`config.mk`:
```
export PLATFORM = sky130hd
export DESIGN_NAME = left_shift_sequencer_flat
export DESIGN_NICKNAME = d
export VERILOG_FILES = /design/src/rtl/left_shift_sequencer_if.sv /design/src/rtl/left_shift_sequencer.sv /design/src/flat_wrapper.sv
export SDC_FILE = /design/constraint.sdc
export NUM_CORES = 1
export LEC_CHECK = 0
export CAP_MARGIN = 20
export CORE_UTILIZATION = 54
export CTS_BUF_LIST = sky130_fd_sc_hd__clkbuf_4 sky130_fd_sc_hd__clkbuf_8 sky130_fd_sc_hd__clkbuf_16
export CTS_CLUSTER_SIZE = 14
export DETAILED_ROUTE_END_ITERATION = 8
export GPL_TIMING_DRIVEN = 0
export PLACE_DENSITY = 0.95
export SLEW_MARGIN = 20
export SYNTH_ARGS = -nofsm -noshare
export SYNTH_HDL_FRONTEND = slang
export SYNTH_SLANG_ARGS = --single-unit
```
`constraint.sdc`:
```
create_clock -name clk -period 3.6 [get_ports clk]
set_input_delay 0.54 -clock clk [delete_from_list [all_inputs] [get_ports clk]]
set_output_delay 0.54 -clock clk [all_outputs]
set_load 0.1 [all_outputs]
```
`src/rtl/left_shift_sequencer_if.sv`:
```
// Handshake and data bundle for left_shift_sequencer.
// master drives requests (start/in/amount/mode); slave returns status and result.
interface left_shift_sequencer_if #(
  parameter int WIDTH = 16,
  parameter int AMT_W = 5
);
  logic             start;
  logic [WIDTH-1:0] in;
  logic [AMT_W-1:0] amount;
  logic             mode;
  logic             busy;
  logic             done;
  logic [WIDTH-1:0] out;
  logic             ovf;

  modport master (output start, in, amount, mode, input busy, done, out, ovf);
  modport slave  (input start, in, amount, mode, output busy, done, out, ovf);
endinterface

```
`src/rtl/left_shift_sequencer.sv`:
```
// Multi-cycle left shifter (one bit per clock) with start/busy/done handshake.
// Build macro LSHIFT_ROTATE_EN enables rotate-left on mode=1; otherwise mode is ignored.
//
// state | meaning
// IDLE  | waiting for start; operand/amount/mode captured on start
// SHIFT | one bit per clock; result and ovf published when count reaches 1
// DONE  | one-cycle done pulse, busy still high; returns to IDLE
module left_shift_sequencer #(
  parameter int WIDTH = 16,
  parameter int AMT_W = 5
) (
  input  logic                   clk,
  input  logic                   rst_n,
  left_shift_sequencer_if.slave  bus
);

  typedef enum logic [1:0] {IDLE, SHIFT, DONE} state_t;

  state_t           state_q, state_d;
  logic [WIDTH-1:0] sr_q, sr_d;
  logic [AMT_W-1:0] cnt_q, cnt_d;
  logic             ovf_acc_q, ovf_acc_d;
  logic [WIDTH-1:0] out_q, out_d;
  logic             ovf_q, ovf_d;

  logic             rot;
  logic [WIDTH-1:0] sr_shift;
  logic             ovf_step;

`ifdef LSHIFT_ROTATE_EN
  logic rot_q;

  always_ff @(posedge clk or negedge rst_n) begin
    if (!rst_n)
      rot_q <= 1'b0;
    else if (state_q == IDLE && bus.start)
      rot_q <= bus.mode;
  end

  assign rot = rot_q;
`else
  logic unused_mode;

  assign unused_mode = bus.mode;
  assign rot         = 1'b0;
`endif

  // Rotate feeds the MSB back in; logical fills with zero and tracks sign changes.
  assign sr_shift = {sr_q[WIDTH-2:0], rot & sr_q[WIDTH-1]};
  assign ovf_step = ovf_acc_q | (~rot & (sr_q[WIDTH-1] ^ sr_q[WIDTH-2]));

  always_comb begin
    state_d   = state_q;
    sr_d      = sr_q;
    cnt_d     = cnt_q;
    ovf_acc_d = ovf_acc_q;
    out_d     = out_q;
    ovf_d     = ovf_q;
    unique case (state_q)
      IDLE: begin
        if (bus.start) begin
          sr_d      = bus.in;
          cnt_d     = bus.amount;
          ovf_acc_d = 1'b0;
          if (bus.amount == '0) begin
            out_d   = bus.in;
            ovf_d   = 1'b0;
            state_d = DONE;
          end else begin
            state_d = SHIFT;
          end
        end
      end
      SHIFT: begin
        sr_d      = sr_shift;
        cnt_d     = cnt_q - 1'b1;
        ovf_acc_d = ovf_step;
        if (cnt_q == AMT_W'(1)) begin
          out_d   = sr_shift;
          ovf_d   = ovf_step;
          state_d = DONE;
        end
      end
      DONE:    state_d = IDLE;
      default: state_d = IDLE;
    endcase
  end

  always_ff @(posedge clk or negedge rst_n) begin
    if (!rst_n) begin
      state_q   <= IDLE;
      sr_q      <= '0;
      cnt_q     <= '0;
      ovf_acc_q <= 1'b0;
      out_q     <= '0;
      ovf_q     <= 1'b0;
    end else begin
      state_q   <= state_d;
      sr_q      <= sr_d;
      cnt_q     <= cnt_d;
      ovf_acc_q <= ovf_acc_d;
      out_q     <= out_d;
      ovf_q     <= ovf_d;
    end
  end

  assign bus.busy = (state_q != IDLE);
  assign bus.done = (state_q == DONE);
  assign bus.out  = out_q;
  assign bus.ovf  = ovf_q;

endmodule

```
`src/flat_wrapper.sv`:
```
// flat-port wrapper written by rule: the top's interface ports become plain ports
module left_shift_sequencer_flat 
#(
  parameter int WIDTH = 16,
  parameter int AMT_W = 5
)
  (clk, rst_n, bus_start, bus_in, bus_amount, bus_mode, bus_busy, bus_done, bus_out, bus_ovf);
  left_shift_sequencer_if #(.WIDTH(WIDTH), .AMT_W(AMT_W)) bus_i ();
  input  logic clk;
  input  logic rst_n;
  input wire logic [$bits(bus_i.start)-1:0] bus_start;
  input wire logic [$bits(bus_i.in)-1:0] bus_in;
  input wire logic [$bits(bus_i.amount)-1:0] bus_amount;
  input wire logic [$bits(bus_i.mode)-1:0] bus_mode;
  output wire logic [$bits(bus_i.busy)-1:0] bus_busy;
  output wire logic [$bits(bus_i.done)-1:0] bus_done;
  output wire logic [$bits(bus_i.out)-1:0] bus_out;
  output wire logic [$bits(bus_i.ovf)-1:0] bus_ovf;
  assign bus_i.start = bus_start;
  assign bus_i.in = bus_in;
  assign bus_i.amount = bus_amount;
  assign bus_i.mode = bus_mode;
  assign bus_busy = bus_i.busy;
  assign bus_done = bus_i.done;
  assign bus_out = bus_i.out;
  assign bus_ovf = bus_i.ovf;
  left_shift_sequencer #(.WIDTH(WIDTH), .AMT_W(AMT_W)) u_core (.clk(clk), .rst_n(rst_n), .bus(bus_i));
endmodule
```
== Yosys cells after proc, flatten, opt, wreduce, memory -nomap -nowiden ==
Cells that the tools add are included.
Storage, ports and cells
  bits in registers: 41
  latch bits: 0
  memory bits (writable): 0
  memory bits (read-only): 0
  bits of input ports: 25
  output and inout bits: 19
  word-level logic and storage cells: 40
  memories kept: 0
Cells by class
  add/subtract/negate cells: 1
  multipliers: 0
  div/mod/pow operators: 0
  magnitude comparators: 0
  equality and inequality tests: 6
  shift operators: 0
  muxes and demuxes: 18
  bitwise gates (word level): 2
  reduce and logical (&&, ||, !) cells: 7
Operators by type and width (count)
  16-bit two-way mux: 4
  16-bit one-hot mux with 2 select lines: 2
  5-bit one-hot mux with 2 select lines: 1
  2-bit two-way mux: 3
  5-bit by 1-bit equality test with 1-bit output, second input constant: 1
  5-bit logical NOT: 1
  5-bit two-way mux: 1
  5-bit by 1-bit subtractor with 5-bit output, second input constant: 1
  1-bit two-way mux: 4
  2-bit by 1-bit != test with 1-bit output, second input constant: 2
  1-bit one-hot mux with 2 select lines: 2
  2-bit one-hot mux with 2 select lines: 1
  2-bit AND reduction: 2
  4-bit AND reduction: 1
  2-bit nonzero test: 2
  2-bit by 1-bit equality test with 1-bit output, second input constant: 1
  2-bit equality test, second input constant: 1
  2-bit logical NOT: 1
  2-bit != test, second input constant: 1
  1-bit OR: 1
  1-bit XOR: 1

== Logic depth before layout (Yosys ltp) ==
Gate-level depths: netlist (run 1).
  depth after elaboration: 4
  gate-level depth with buffers: 8
  mapped depth without buffers: 6

== Worst setup path before layout (run 1) ==
Ideal clock, no wire load.
  kind: reg2out
  start: reg u_core.state_q[0]
  end: out bus_done
  data arrival time: 1791 ps
  data required time: 3060 ps
  path slack: 1269 ps
  cell stages (with the launch flop): 3
  path buffers: 1
  path through: dfrtp_1 -> buf_6 -> nor2_1
Between the ends
  word-level cells in the longest chain between the ends: 1
RTL lines
  start, declared: line left_shift_sequencer.sv:19  | state_t state_q, state_d;
  start signal, assigned: line left_shift_sequencer.sv:98  | state_q <= state_d;
  2-bit equality test: line left_shift_sequencer.sv:108  | assign bus.done = (state_q == DONE);
  end, declared: line flat_wrapper.sv:16  | output wire logic [$bits(bus_i.done)-1:0] bus_done;
Every way passes these cells.

== Final worst setup path (run 1) ==
  start: reg u_core.state_q[1]
  end: out bus_done
The elaborated chain is that of the path after synthesis.

==> impl_metrics.json, run 1 <==
{
  "grt_pass1_vias": 1481,
  "place.port_buffers": 41,
  "place_congestion": 0.8039,
  "synth-seq-cells": 41,
  "hold_violations": 0,
  "synth_edf_count": 0,
  "hp-class": "in2async",
  "worst_path_largest_cell_delay_ns": 1.13,
  "tns_ns": 0,
  "cts_buffer_depth": 2,
  "outcome": "finished, final reports clean",
  "diodes": 0,
  "clock_skew_ns": 0.008084,
  "crit_arrival_ns": 2.28,
  "worst_setup_path_end_kind": "output pin",
  "drive_gt1_share_pct": 20.87,
  "synth_area_um2": 1966,
  "postCtsSetupBuffers": 0,
  "cpMaxStageDelayCell": "clkdlybuf4s50_1",
  "drcViolationCount": 0,
  "vias_per_cell": 5.355,
  "grt_max_degree": 34,
  "floorplan.die_area_um2": 3885,
  "clock_sinks": 41,
  "routed.top_layer": "met4",
  "slew_violations": 0,
  "rsz0062_at_grt": "no",
  "wl_um": 4133,
  "syn2layout_area_growth_pct": 29.09,
  "ys_seq_area_share_pct": 52.20,
  "antenna_found_initial": 0,
  "die_h_um": 62.33,
  "die_x_um": 62.33,
  "clk_pin_slew_ns": 0.12,
  "r2r-start": "u_core.cnt_q[1]",
  "synth-async-reset-ratio_pct": 100.0,
  "insertion_delay_ns": 0.36,
  "synth_cells": 180,
  "cts_max_level": 2,
  "path_buf_inv": 2,
  "setup_violations": 0,
  "fin_crit_ns": 2.822,
  "pin_count": 44,
  "worstSetupPathType": "reg2out",
  "clock.fmax_ghz": 0.3544,
  "wl_met2_um": 2070,
  "synth_warnings": 0,
  "start_kind": "flip-flop",
  "drt_iter0_markers": 56,
  "rows": 21,
  "worstPathCellList": "inv_1 -> nor2_1 -> clkdlybuf4s50_1",
  "reg2reg_depth": 8,
  "wl_met3_um": 196,
  "cp.depth": 3,
  "cp-startpoint": "u_core.state_q[1]",
  "cts_tree": "yes",
  "coreArea_um2": 3416,
  "grtUsageTotal_pct": 23.78,
  "cts-hold-fix-buffers": 0,
  "start_util_pct": 57.55,
  "root_buffer": "clkbuf_4",
  "vias": 1478,
  "tightestPinTransition_ns": 0.9730,
  "wl_met1_um": 1809,
  "overflow": 0,
  "finalCritPeriodShare_pct": 78.39,
  "ant_nets": 0,
  "numCtsBuffers": 5,
  "dp_hpwl_um": 2952,
  "syn_area_per_cell_um2": 10.92,
  "cts_resized": 0,
  "wl_per_cell_um": 14.97,
  "nets": 256,
  "path_max_fanout": 9,
  "synth-main-ff-cell": "dfrtp_1",
  "cp.required_ns": 3.06,
  "maxCapViolations": 0,
  "grt_pass1_wl_um": 6982,
  "ys_types": 33,
  "synthesis.nets": 207,
  "dr.pass1.iters": 7,
  "path_delay_family": "buffers and inverters",
  "relSlewSlack_pct": 34.93
}
-- cell families after synthesis --
group	share of synthesized area [%]
simple gates	14.51
xor+xnor	0.4457
flops	52.20
buf+inv	4.965
fa+ha+maj	1.273
mux	19.22
compound gates	7.384
-- worst paths after layout --
| kind | endpoint | slack (ns) |
|---|---|---|
| hold / removal | u_core.bus.out[0] | 0.02 |
| max in group asynchronous | u_core.bus.out[12] | 3.14 |
| setup reg to reg | u_core.bus.out[10] | 1.54 |
| min in group clk | u_core.ovf_acc_q | 0.50 |
| hold reg to reg | u_core.ovf_acc_q | 0.50 |
| setup / recovery | bus_done | 0.78 |
-- synth_stat cells, types with 2 or more instances --
master	number	area, um2
o21ai_0	5	25.02
mux2_2	22	247.7
clkbuf_1	4	15.01
a21oi_1	5	25.02
buf_2	2	10.01
o22ai_1	3	18.77
dfrtp_1	41	1026
inv_1	8	30.03
mux2_4	6	90.09
buf_6	2	22.52
o22a_1	2	17.52
nor2_1	6	22.52
nand2_1	47	176.4
nand2b_1	2	12.51
nor2b_1	2	12.51
o31ai_1	2	15.01
ha_1	2	25.02
mux2i_1	4	40.04
-- cell usage in the layout (no fill, tap or decap), types with 2 or more instances in the layout --
cell              n
mux2_2           22
a21oi_1           5
dfrtp_1          41
clkbuf_4          6
clkbuf_1          4
mux2_4            6
inv_1             8
o22a_1            2
buf_2             3
nor2b_1           2
buf_6             2
o22ai_1           3
nand2_1          47
o31ai_1           2
buf_12            2
mux2i_1           4
o21ai_0           5
clkdlybuf4s50_1  40
nand2b_1          2
nor2_1            6
ha_1              2
-- metal layers --
layer	global-route usage (%)	vias up
li1	-	705
met1	29.83	724
met2	38.32	41
met3	6.985	8
met4	10.17	0
met5	0	-
-- sequential cells by signal, summed over array words and instances, names as in the netlist --
signal,flops
u_core.ovf_acc_q,1
u_core.sr_q,16
u_core.state_q,2
u_core.cnt_q,5
u_core.bus.out,16
u_core.bus.ovf,1
-- area by class of cell --
cell class / count / area [um2]
inverter: 8 / 30.03
sequential: 41 / 1026
multi-input combinational: 122 / 842.1
tap: 46 / 57.56
buffer: 9 / 67.56
fill: 260 / 878.3
timing repair buffer: 42 / 425.4
clock buffer: 7 / 58.81
clock inverter: 1 / 30.03
-- per-stage QoR --
step	hold WS, ns	area [um2]	setup WS, ns	std cells	util [%]
2_1_floorplan	0.2444	1966	1.269	180	-
3_3_place_gp	0.4590	2434	0.9599	267	71.25
3_5_place_dp	0.4131	2449	0.9540	268	71.69
4_1_cts	0.01569	2537	0.7686	276	74.29
5_1_grt	0.007277	2537	0.6796	276	74.29
6_report	0.01643	2537	0.7780	276	74.29
Power of run 1 is not shown: default switching activity piles up to over one toggle a cycle in this logic, so the estimate is an artifact.
==> run 2, diff against run 1 <==
- CORE_UTILIZATION: 54 -> 50
- PLACE_DENSITY: 0.95 -> 0.89
- clock period: 3.6 -> 2.8 ns (I/O delays scaled with it)
==> run 2 against run 1 <==
The run now ends with hold timing left. Hold slack worse by 0.025 ns. Non-clock buffer count unchanged. Utilization down 5.1 points. Sequential share of layout area down 0.53 points. Critical path type unchanged. Clock skew down 0.0042 ns. Global-route usage down 1.5 points. Clock-buffer cell count unchanged. Critical endpoint unchanged. Critical path depth unchanged. Routed wire length unchanged.
==> impl_metrics.json, run 2 (same netlist as run 1, synthesis figures left out) <==
{
  "cp-startpoint": "u_core.state_q[1]",
  "ant_nets": 0,
  "tns_ns": 0,
  "rsz0062_at_grt": "no",
  "start_util_pct": 52.90,
  "grtUsageTotal_pct": 22.28,
  "postCtsSetupBuffers": 0,
  "fin_crit_ns": 2.655,
  "overflow": 0,
  "vias": 1492,
  "path_max_fanout": 9,
  "rows": 22,
  "antenna_found_initial": 0,
  "finalCritPeriodShare_pct": 94.81,
  "syn2layout_area_growth_pct": 30.81,
  "reg2reg_depth": 8,
  "wl_um": 4133,
  "r2r-start": "u_core.cnt_q[1]",
  "crit_end": "bus_done",
  "relSlewSlack_pct": 35.02,
  "clk_pin_slew_ns": 0.08,
  "floorplan.die_area_um2": 4186,
  "numCtsBuffers": 5,
  "cts_resized": 0,
  "grt_max_degree": 32,
  "cp.required_ns": 2.38,
  "tightestPinTransition_ns": 0.9717,
  "crit_arrival_ns": 2.23,
  "die_x_um": 64.70,
  "root_buffer": "clkbuf_8",
  "worstSetupPathType": "reg2out",
  "insertion_delay_ns": 0.30,
  "cts_tree": "yes",
  "cts_max_level": 2,
  "place.port_buffers": 41,
  "dp_hpwl_um": 2862,
  "fillers": 282,
  "setup_ws_ns": 0.1454,
  "slew_violations": 0,
  "grt_pass1_vias": 1509,
  "dr.pass1.iters": 4,
  "setup_violations": 0,
  "vias_per_cell": 5.367,
  "pin_count": 44,
  "start_kind": "flip-flop",
  "cts_buffer_depth": 2,
  "clock.fmax_ghz": 0.3767,
  "cts-hold-fix-buffers": 0,
  "place_congestion": 0.8276,
  "diodes": 0,
  "final_common_cell": "nand2_1",
  "wl_per_cell_um": 14.87,
  "outcome": "complete, but fails checks",
  "drcViolationCount": 0,
  "whs_ns": -0.008475,
  "maxCapViolations": 0,
  "placedInstanceArea_um2": 2451,
  "drt_iter0_markers": 98,
  "clock_sinks": 41,
  "hold_violations": 10,
  "clock_skew_ns": 0.003852,
  "grt_pass1_wl_um": 6962,
  "post-route-cell-area_um2": 2571,
  "violations": "hold timing",
  "coreArea_um2": 3716,
  "layout_common_cells": "47 x nand2_1, 41 x dfrtp_1, 40 x clkdlybuf4s50_1",
  "worst_setup_path_end_kind": "output pin",
  "drive_gt1_share_pct": 20.87,
  "die_h_um": 64.70,
  "hp-class": "in2async",
  "r2r_slack_ns": 0.71,
  "r2r_end": "u_core.bus.out[5]",
  "pre_cts_ws_ns": 0.2926,
  "nets": 256
}
[run 2: cell types whose count changed in the layout (fill, tap and decap cells not counted)]
cell and change:
clkbuf_4 -5, clkbuf_8 +5
[run 2: routing by layer]
metal,up-vias,GRT usage [%],wire [um]
met5,-,0,0
met4,0,10.28,87
met3,11,4.754,227
met2,50,37.11,2036
met1,722,27.49,1781
li1,709,-,-
[run 2: worst min-delay path by stage]
stage,start,endpoint,slack [ns]
floorplan,rst_n,u_core.bus.out[0],0.12
global placement,u_core.ovf_acc_q,u_core.ovf_acc_q,0.46
detailed placement,rst_n,u_core.cnt_q[0],0.32
CTS,rst_n,u_core.cnt_q[0],0.004
global route,rst_n,u_core.sr_q[8],0.004
finish,rst_n,u_core.cnt_q[0],-0.008
[run 2: critical path, cell delays in order (launching register included)]
cell	delay, ns
dfrtp_1	0.52
inv_1	0.17
nor2_1	0.11
clkdlybuf4s50_1	1.13
[run 2: through the flow]
step                instances  utilization, %
finish                    278           69.19
global route              278           69.19
CTS                       278           69.19
detailed placement        270           65.96
global placement          269           65.56
floorplan                 180               -
[run 2: layout make-up]
class / instances / area, um2 / area share (%)
plain buffers: 9 / 67.56 / 2.628
clock buffers: 7 / 90.09 / 3.504
clock inverters: 1 / 30.03 / 1.168
inverters: 8 / 30.03 / 1.168
multi-input cells: 122 / 842.1 / 32.75
flip-flops and latches: 41 / 1026 / 39.90
well taps: 48 / 60.06 / 2.336
repair buffers: 42 / 425.4 / 16.54
Power of run 2 is left out for the same reason.
